`config.mk`:
```
export PLATFORM = sky130hd
export DESIGN_NAME = instr_fetch_decode
export DESIGN_NICKNAME = d
export VERILOG_FILES = /design/src/rtl/instr_fetch_decode.sv
export SDC_FILE = /design/constraint.sdc
export NUM_CORES = 1
export LEC_CHECK = 0
export ABC_AREA = 1
export ABC_CLOCK_PERIOD_IN_PS = 1500
export CAP_MARGIN = 20
export CORE_ASPECT_RATIO = 1.2
export CORE_MARGIN = 1.5
export CORE_UTILIZATION = 48
export CTS_BUF_LIST = sky130_fd_sc_hd__clkbuf_8
export DETAILED_ROUTE_END_ITERATION = 12
export PLACE_DENSITY_LB_ADDON = 0.12
export SKIP_CTS_REPAIR_TIMING = 1
export SYNTH_ARGS = -nofsm -noshare
export SYNTH_HDL_FRONTEND = slang
export SYNTH_SLANG_ARGS = --single-unit
```
`constraint.sdc`:
```
create_clock -name clk -period 1.5 [get_ports clk]
set_input_delay 0.225 -clock clk [delete_from_list [all_inputs] [get_ports clk]]
set_output_delay 0.225 -clock clk [all_outputs]
set_load 0.02 [all_outputs]
```
`src/rtl/instr_fetch_decode.sv`:
```
// instr_fetch_decode: fetch/decode/control sequencer for the 8-bit two-register CPU (IFD_SINGLE_STEP_EN adds step input and PAUSE state)
module instr_fetch_decode #(
  parameter int PC_W        = 5,
  parameter int RESET_PC    = 0,
  parameter int ACK_TIMEOUT = 15
) (
  input  logic            clk,
  input  logic            rst_n,
  output logic            imem_req,
  output logic [PC_W-1:0] imem_addr,
  input  logic            imem_ack,
  input  logic [7:0]      imem_data,
  input  logic            mem_done,
`ifdef IFD_SINGLE_STEP_EN
  input  logic            step,
`endif
  output logic [2:0]      opcode_out,
  output logic            rs_out,
  output logic            rd_out,
  output logic [7:0]      imm_out,
  output logic            wb_en,
  output logic            halted,
  output logic            fault
);
  localparam logic [2:0] OP_NOP = 3'd0, OP_LW = 3'd3, OP_SW = 3'd5, OP_JMP = 3'd6, OP_HALT = 3'd7;
  typedef enum logic [2:0] {
    FETCH, DECODE, EXEC, MEMWAIT, WB, HALT, FAULT
`ifdef IFD_SINGLE_STEP_EN
    , PAUSE
`endif
  } state_t;
  state_t state, next_state, ret;
  logic [PC_W-1:0] pc, pc_nx;
  logic [7:0] ir, tcnt, tcnt_nx;
  logic [2:0] op;
  logic mem_op;
  assign op = ir[7:5];
  assign mem_op = op == OP_LW || op == OP_SW;
  assign opcode_out = op;
  assign rs_out = ir[4];
  assign rd_out = ir[3];
  assign imm_out = op == OP_JMP ? {{3{ir[4]}}, ir[4:0]} : {{5{ir[2]}}, ir[2:0]};
  assign imem_addr = pc;
  assign wb_en = state == WB;
  assign halted = state == HALT;
  assign fault = state == FAULT;
`ifdef IFD_SINGLE_STEP_EN
  logic armed;
  assign ret = PAUSE;
  always_ff @(posedge clk or negedge rst_n)
    if (!rst_n) armed <= 1'b0;
    else armed <= state == PAUSE && step && armed ? 1'b0 : armed | ~step;
`else
  assign ret = FETCH;
`endif
  always_comb begin
    next_state = state;
    pc_nx = pc;
    tcnt_nx = '0;
    case (state)
      FETCH: begin
        next_state = !imem_req ? FETCH : imem_ack ? DECODE : tcnt == 8'(ACK_TIMEOUT - 1) ? FAULT : FETCH;
        tcnt_nx = imem_req && !imem_ack ? tcnt + 8'd1 : '0;
      end
      DECODE: next_state = EXEC;
      EXEC: begin
        next_state = op == OP_HALT ? HALT : mem_op ? MEMWAIT : op == OP_NOP || op == OP_JMP ? ret : WB;
        pc_nx = op == OP_JMP ? pc + PC_W'($signed(imm_out)) : op == OP_HALT || mem_op ? pc : pc + PC_W'(1);
      end
      MEMWAIT: if (mem_done) begin
        next_state = op == OP_LW ? WB : ret;
        pc_nx = pc + PC_W'(1);
      end
      WB: next_state = ret;
`ifdef IFD_SINGLE_STEP_EN
      PAUSE: next_state = step && armed ? FETCH : PAUSE;
`endif
      default: ;
    endcase
  end
  always_ff @(posedge clk or negedge rst_n)
    if (!rst_n) begin
      state <= FETCH;
      pc <= PC_W'(RESET_PC);
      ir <= '0;
      tcnt <= '0;
      imem_req <= 1'b0;
    end else begin
      state <= next_state;
      pc <= pc_nx;
      tcnt <= tcnt_nx;
      imem_req <= next_state == FETCH;
      if (state == FETCH && imem_req && imem_ack) ir <= imem_data;
    end
endmodule

```
---- Word-level counts from Yosys, hierarchy flattened ----
Cells that the tools add are included.
storage, ports and cells
  output and inout port bits .............. 22
  logic and storage cells ................. 49
  register bits after elaboration ......... 25
  bits of input ports ..................... 12
cells by class
  reductions and logical operators ........ 12
  add/sub/neg operators ................... 3
  muxes and demuxes ....................... 16
  eq/ne operators ......................... 13
operators by type and width
  kind                                                 count
  2-to-1 mux 3 bit                                     8
  2-to-1 mux 8 bit                                     3
  equality test 3 bit, second input constant           6
  2-to-1 mux 5 bit                                     3
  case mux 3 bit (5 select lines)                      1
  case mux 5 bit (2 select lines)                      1
  equality test 3 x 2 -> 1 bit, second input constant  3
  logical NOT 3 bit                                    3
  adder 8 x 1 -> 8 bit, second input constant          1
  equality test 8 x 4 -> 1 bit, second input constant  1
  adder 5 x 1 -> 5 bit, second input constant          1
  adder 5 bit                                          1
  equality test 3 x 1 -> 1 bit, second input constant  1
  logical AND 1 bit                                    3
  logical OR 1 bit                                     3
  != test 3 bit, second input constant                 1
  AND reduction 3 bit                                  1
  != test 2 bit, second input constant                 1
  nonzero test 2 bit                                   1
  logical NOT 1 bit                                    1

---- Depth between registers and ports, before layout ----
  word-level depth ........................ 7
  mapped depth ............................ 14
  gate-level depth less buffers ........... 14

---- Worst setup path after synthesis ----
OpenSTA, ideal clock, no wires.
  path type ............................... flip-flop to flip-flop
  start ................................... reg ir[6]
  end ..................................... reg pc[4] (netlist: imem_addr[4])
  stages on the path, launching flop included .. 13
  period minus slack after synthesis ...... 1.904 ns
  path buffers ............................ 0
  path slack .............................. -0.404 ns
  library setup time ...................... 0.117 ns
  required time ........................... 1.383 ns
  arrival ................................. 1.787 ns
  cells stage by stage .................... dfrtp_1 nand3_2 o21ai_0 inv_1 ha_1 nand2_1 nand2_1 nor2_1 nand2_1 nand3_1 nand2_1 nand2_1 nand2_1
on the way
  word-level cells in the longest chain between the ends .. 5
  elaborated cells on any way between the ends .. 12
  classes of those cells .................. add/sub (1); eq/ne (5); mux (3); reduce/logical (3)
RTL lines
  element                          line  source
  from (decl)                      34    logic [7:0] ir, tcnt, tcnt_nx;
  from (signal assigned)           93    if (state == FETCH && imem_req && imem_ack) ir <= imem_data;
  equality test 3 bit              42    assign imm_out = op == OP_JMP ? {{3{ir[4]}}, ir[4:0]} : {{5{ir[2]}}, ir[2:0]};
  2-to-1 mux 8 bit                 42
  named net imm_out[3]             20    output logic [7:0] imm_out,
  adder 5 bit                      68    pc_nx = op == OP_JMP ? pc + PC_W'($signed(imm_out)) : op == OP_HALT || mem_op ? pc : pc + PC_W'(1);
  2-to-1 mux 5 bit                 68
  case mux 5 bit (2 select lines)  60    case (state)
  to (signal assigned)             84    pc <= PC_W'(RESET_PC);
  to (signal assigned)             90    pc <= pc_nx;
  to (decl)                        33    logic [PC_W-1:0] pc, pc_nx;
The timed path passes the listed nets, and every way through them passes these cells.
A chain may end at the register's enable or synchronous reset.

---- Final worst setup path ----
  start ................................... reg ir[5]
  end ..................................... reg pc[4] (netlist: imem_addr[4])
on the way
  word-level cells in the longest chain between the ends .. 5
  elaborated cells on any way between the ends .. 12
  classes of those cells .................. add/sub (1); eq/ne (5); mux (3); reduce/logical (3)
RTL lines
  element                                                                        line
  equality test 3 bit (tied with other cells)                                    42, 68
  2-to-1 mux 8 bit / logical OR 1 bit (equally long branches)                    42, 38
  adder 5 bit / logical OR 1 bit (equally long branches)                         68
  2-to-1 mux 5 bit / != test 3 bit (equally long branches)                       n/a
  case mux 5 bit (2 select lines) / AND reduction 3 bit (equally long branches)  n/a
Several ways; a longest one is shown, not always the timed one.

==> impl_metrics.toml <==
[critical_path]
worstPathCellList = "inv_2 -> nand3_4 -> o21ai_2 -> inv_2 -> ha_4 -> nand2_4 -> nor2_4 -> o21ai_2 -> nand3_1 -> nand2_1 -> nand2_1 -> nand2_1"
cpPeakStageDelay_ns = 0.42
endpoint_kind = "flop"
cp_num_buf_inv = 2
cp-start-kind = "flop"
cp.arrival_ns = 1.83
cpMaxStageDelayCell = "dfrtp_2"
crit_top_cell = "nand2_1"
path_class = "flop to flop"
required_ns = 1.67
cp_max_fo = 4
cp_top_family = "simple AND/OR/NAND/NOR gates"

[pwr]
internal_power_mw = 2.62
pwr-share-clk_pct = 8.3
power_density_nw_per_um2 = 2090
p_leak_nw = 1.30
p_sw_mw = 2.20
seq_power_share_pct = 23.3
p_sw_share_pct = 45.7
comb_power_share_pct = 68.4
peakVddDrop_mv = 1.41

[route]
dr.pass1.iters = 4
wl_mm = 3.64
drt_iter0_markers = 34
routedWlPerCell_microns = 11.5
via_per_inst = 4.97
drc_errors = 0
num_vias = 1564
ant_nets = 0

[run]
drv_cap = 0

[timing]
skew_ns = 0.00247
maxSlewViolCount = 0
fin_crit_ns = 1.66
fmax_mhz = 603
setup_slack_ns = -0.159
hold_viol_final = 0
final-setup-viol-count = 4
post-route-period-util_pct = 111
fin_hold_ws_ns = 0.320
maxSlewHeadroom_pct = 77.1
worstMarginPinSlew_ns = 0.343
rsz0062_at_grt = "yes"

[clock_network]
cts.clk_slew.worst_paths_ns = 0.09
cts_buffers = 3
cts.sinks = 25
clockBufferDepth = 2
cts_tree = "done"
cts_root_buf = "clkbuf_8"
h-tree-depth = 1
insertion_delay_ns = 0.27

[finish]
multiInputGateArea_sq_um = 930
final_cells = 315
nFillCells = 258
drive_gt1_share_pct = 26.2
final_cell_mix = "nand2_1, nor2_1, buf_4"
num_antenna_cells = 0
final_common_cell = "nand2_1"
syn_to_final_growth_pct = 41.7
nets = 300
seq_area_sq_um = 633

[synth]
synth_edf_count = 0
syn_area_sq_um = 1630
synthesis.instances = 223
synth.distinct_cells = 24
synth_top_flop_cell = "dfrtp_1"
syn-num-nets = 243
postSynth.asyncResetShare_pct = 100
yosys_warnings = 0
ys_seq_area_share_pct = 38.5
synth-seq-cells = 25
synth_area_per_cell_sq_um = 7.29

[placement]
hpwl_mm = 2.72
place_inst = 308
port_buffers = 33
gp_congestion = 0.789

[run_status]
failed_checks = "setup timing"
outcome = "finished with violations"

[die]
die-area_sq_um = 3750
io_pins = 34
start_util_pct = 51.8
coreArea_sq_um = 3140
die_h_microns = 66.8
die_x_microns = 56.1
rows = 22

[global_route]
antenna_found_initial = 0
grt_util_all_layers_pct = 20.3
grt_pass1_wl_mm = 6.00
grt.overflow.total = 0
grt_start_max_net_pins = 26
grt_pass1_vias = 1486

[hold_path]
holdCritPathClass = "input pin to async pin"
routing by layer:
metal	GRT usage (%)	part of all wire (%)
met4	5.36	0.96
met1	22.6	40
met5	0	0
met3	2.52	2.3
met2	40.3	57
per-stage QoR:
stage          setup WS, ns  util (%)  setup TNS, ns  power (mW)  instance area (sq um)
3_5_place_dp         -0.133      68.8         -0.678        4.17                   2160
4_1_cts              -0.434      70.3          -4.03        4.58                   2200
2_1_floorplan        -0.203         -         -0.290        3.04                   1670
5_1_grt              -0.288      73.4         -0.911        5.22                   2300
3_3_place_gp        -0.0999      68.8         -0.505        4.12                   2160
6_report             -0.159      73.4         -0.502        4.82                   2300
Yosys cell counts (3+ instances only):
master   instances  area, sq um
dfrtp_1         25          626
nand3_2          3         30.0
inv_2            7         26.3
o21ai_1          8         40.0
o21ai_0          7         35.0
buf_4            3         22.5
nor2_1          36          135
xnor2_1          5         43.8
nand3_1         17         85.1
ha_1             7         87.6
nand2_2          4         25.0
nand2_1         57          214
inv_1           22         82.6
nor3_1           3         15.0
a21oi_1          4         20.0
nor2_2           4         25.0
cell families after synthesis:
kind of cell / synth area share [%]
simple gates: 35.4
buf+inv: 9.46
compound gates: 6.31
fa+ha+maj: 6.62
flops: 38.5
xor+xnor: 3.77
power by group through the flow:
| stage | clock network [mW] | registers, mW | logic (mW) |
|---|---|---|---|
| 2_1_floorplan | 0 | 1.42 | 1.62 |
| 3_3_place_gp | 0 | 1.13 | 2.99 |
| 3_5_place_dp | 0 | 1.13 | 3.04 |
| 4_1_cts | 0.402 | 1.12 | 3.06 |
| 5_1_grt | 0.436 | 1.16 | 3.63 |
| 6_report | 0.399 | 1.12 | 3.29 |
worst reg2reg max path: stages (launching register included):
cell and delay [ns]:
dfrtp_2 0.42, inv_2 0.08, nand3_4 0.10, o21ai_2 0.14
inv_2 0.07, ha_4 0.28, nand2_4 0.06, nor2_4 0.13
o21ai_2 0.07, nand3_1 0.08, nand2_1 0.05, nand2_1 0.06
nand2_1 0.04
flip-flops by register name (all words and copies together), names as in the netlist:
| name | cells |
|---|---|
| imem_req | 1 |
| state | 3 |
| ir | 8 |
| imem_addr | 5 |
| tcnt | 8 |
area by class of cell:
class	instances	area share, %
sequential	25	27.5
clock buffer	3	1.79
multi-input combinational	164	40.3
timing repair buffer	57	23.6
tap	36	1.95
clock inverter	1	0.163
inverter	29	4.72
worst paths after layout:
kind                       depth (start not counted)  slack, ns                  endpoint               from
setup / recovery                                  12      -0.16  imem_addr[4]$_DFFE_PN0P_  ir[5]$_DFFE_PN0P_
hold / removal                                     2       0.32         ir[1]$_DFFE_PN0P_              rst_n
setup reg to reg                                  12      -0.16  imem_addr[4]$_DFFE_PN0P_  ir[5]$_DFFE_PN0P_
hold reg to reg                                    1       0.50         tcnt[0]$_DFF_PN0_  tcnt[0]$_DFF_PN0_
max in group asynchronous                          2       0.90         ir[5]$_DFFE_PN0P_              rst_n
min in group clk                                   3       0.48         ir[3]$_DFFE_PN0P_       imem_data[3]
Power figures use the tool's default switching activity.
==> edit: new RTL, same settings <==
Set the parameter `PC_W` to 7 (it was 5).
--- a/src/rtl/instr_fetch_decode.sv
+++ b/src/rtl/instr_fetch_decode.sv
@@ -1,5 +1,5 @@
 // instr_fetch_decode: fetch/decode/control sequencer for the 8-bit two-register CPU (IFD_SINGLE_STEP_EN adds step input and PAUSE state)
 module instr_fetch_decode #(
-  parameter int PC_W        = 5,
+  parameter int PC_W        = 7,
   parameter int RESET_PC    = 0,
   parameter int ACK_TIMEOUT = 15
Ports: changed (resized imem_addr); port bits go from 34 to 36. No check against the original RTL was run, so the function may have changed too.
==> edit against the unedited design <==
  * The run still ends with setup timing left
  * Fmax fell by 8.6%
  * Area after synthesis rose by 11%
  * Cell area rose by 16%
  * Worst setup slack got worse by 0.16 ns
  * First-iteration DRC count rose by 91%
  * Sequential cell count rose by 2
  * Critical endpoint is now imem_addr[6]$_DFFE_PN0P_
  * Routed wire length rose by 16%
Power is left out: it rests on default switching activity, and per cell area and clock period it moved more than threefold.
==> edit: results (changes against the unedited design) <==
status complete, but fails checks (unchanged); failing checks setup timing (unchanged); top post-synthesis cells by area dfrtp_1 (37%), nand2_1 (15%), ha_1 (6.9%) (was dfrtp_1 (38%), nand2_1 (13%), nor2_1 (8.3%)); number of distinct library cells after synthesis 25 (was 24); Setup crit end imem_addr[6]$_DFFE_PN0P_ (was imem_addr[4]$_DFFE_PN0P_); Synth Warn # 0 (unchanged); Net Count, Synth 276 (was 243); Nets 344 (was 300); Reg2Reg Depth 16 (was 12); DRC marker count from the first detailed-route iteration 65 (was 34); xor/xnor share of the synthesized area 0.0290 (was 0.0377); Commonest cells post-synth nand2_1 (71), inv_1 (29), dfrtp_1 (27) (was nand2_1 (57), nor2_1 (36), dfrtp_1 (25)); Synth Area in Compound Gates 0.0891 (was 0.0631); final worst clock skew 0.00414 ns (was 0.00247 ns); Most used DFF post-synth dfrtp_1 (unchanged); DPL Wire Length 3370 µm (was 2720 µm); sequential element share of the synthesized area 0.373 (was 0.385); reg-to-reg endpoint imem_addr[6]$_DFFE_PN0P_ (was imem_addr[4]$_DFFE_PN0P_); final hold slack 0.321 ns (was 0.320 ns); Setup violations, final 8 (was 4); fillers 291 (was 258); Via density 4.86 (was 4.97); Worst Slack Setup Final -0.315 ns (was -0.159 ns); drt first pass iters 4 (unchanged); post-synthesis cell count 253 (was 223); Avg WL per Cell 11.3 µm (was 11.5 µm); Placed Instances 367 (was 308); global-route usage over all layers 0.215 (was 0.203); Slew HR 0.762 (was 0.771); input/output buffers 35 (was 33); largest net degree at the start of global routing 28 (was 26); share of layout cells above drive strength 1 0.263 (was 0.262); Arrival @ worst endpoint 1.98 ns (was 1.83 ns); Layout Utilization 0.736 (was 0.734); setup_tns -1.25 ns (was -0.502 ns); Post-Synth Adder-Cell Area 0.0801 (was 0.0662); placed instance area 2520 µm² (was 2160 µm²); gpl congestion 0.832 (was 0.789); global-route wire length before repair 6950 µm (was 6000 µm); via count 1,808 (was 1,564); Max FO, Critical Path 5 (was 4); number of global-route vias before repair 1,656 (was 1,486)
-- edit: cell count changes after synthesis, moves of 3 or more --
cell / unedited run / this run
inv_2: 7 / 10
inv_1: 22 / 29
a21oi_1: 4 / 14
nor2_1: 36 / 25
nor3_1: 3 / 8
o21ai_1: 8 / 4
nand2_1: 57 / 71
nand2_2: 4 / 1
a31oi_1: 0 / 3
ha_1: 7 / 10
-- edit: layout make-up --
cell class	count	share of cell area
Clock inverter	1	0.00187
Sequential cell	27	0.255
Timing Repair Buffer	67	0.239
Inverter	39	0.0566
Tap cell	52	0.0243
Clock buffer	3	0.0154
Multi-Input combinational cell	183	0.407
-- edit: routing by layer --
metal | track usage | vias up | part of all wire
met3 | 0.0259 | 4 | 0.023
li1 | - | 943 | -
met2 | 0.394 | 27 | 0.54
met1 | 0.253 | 834 | 0.43
met4 | 0.0657 | 0 | 0.011
met5 | 0 | - | 0
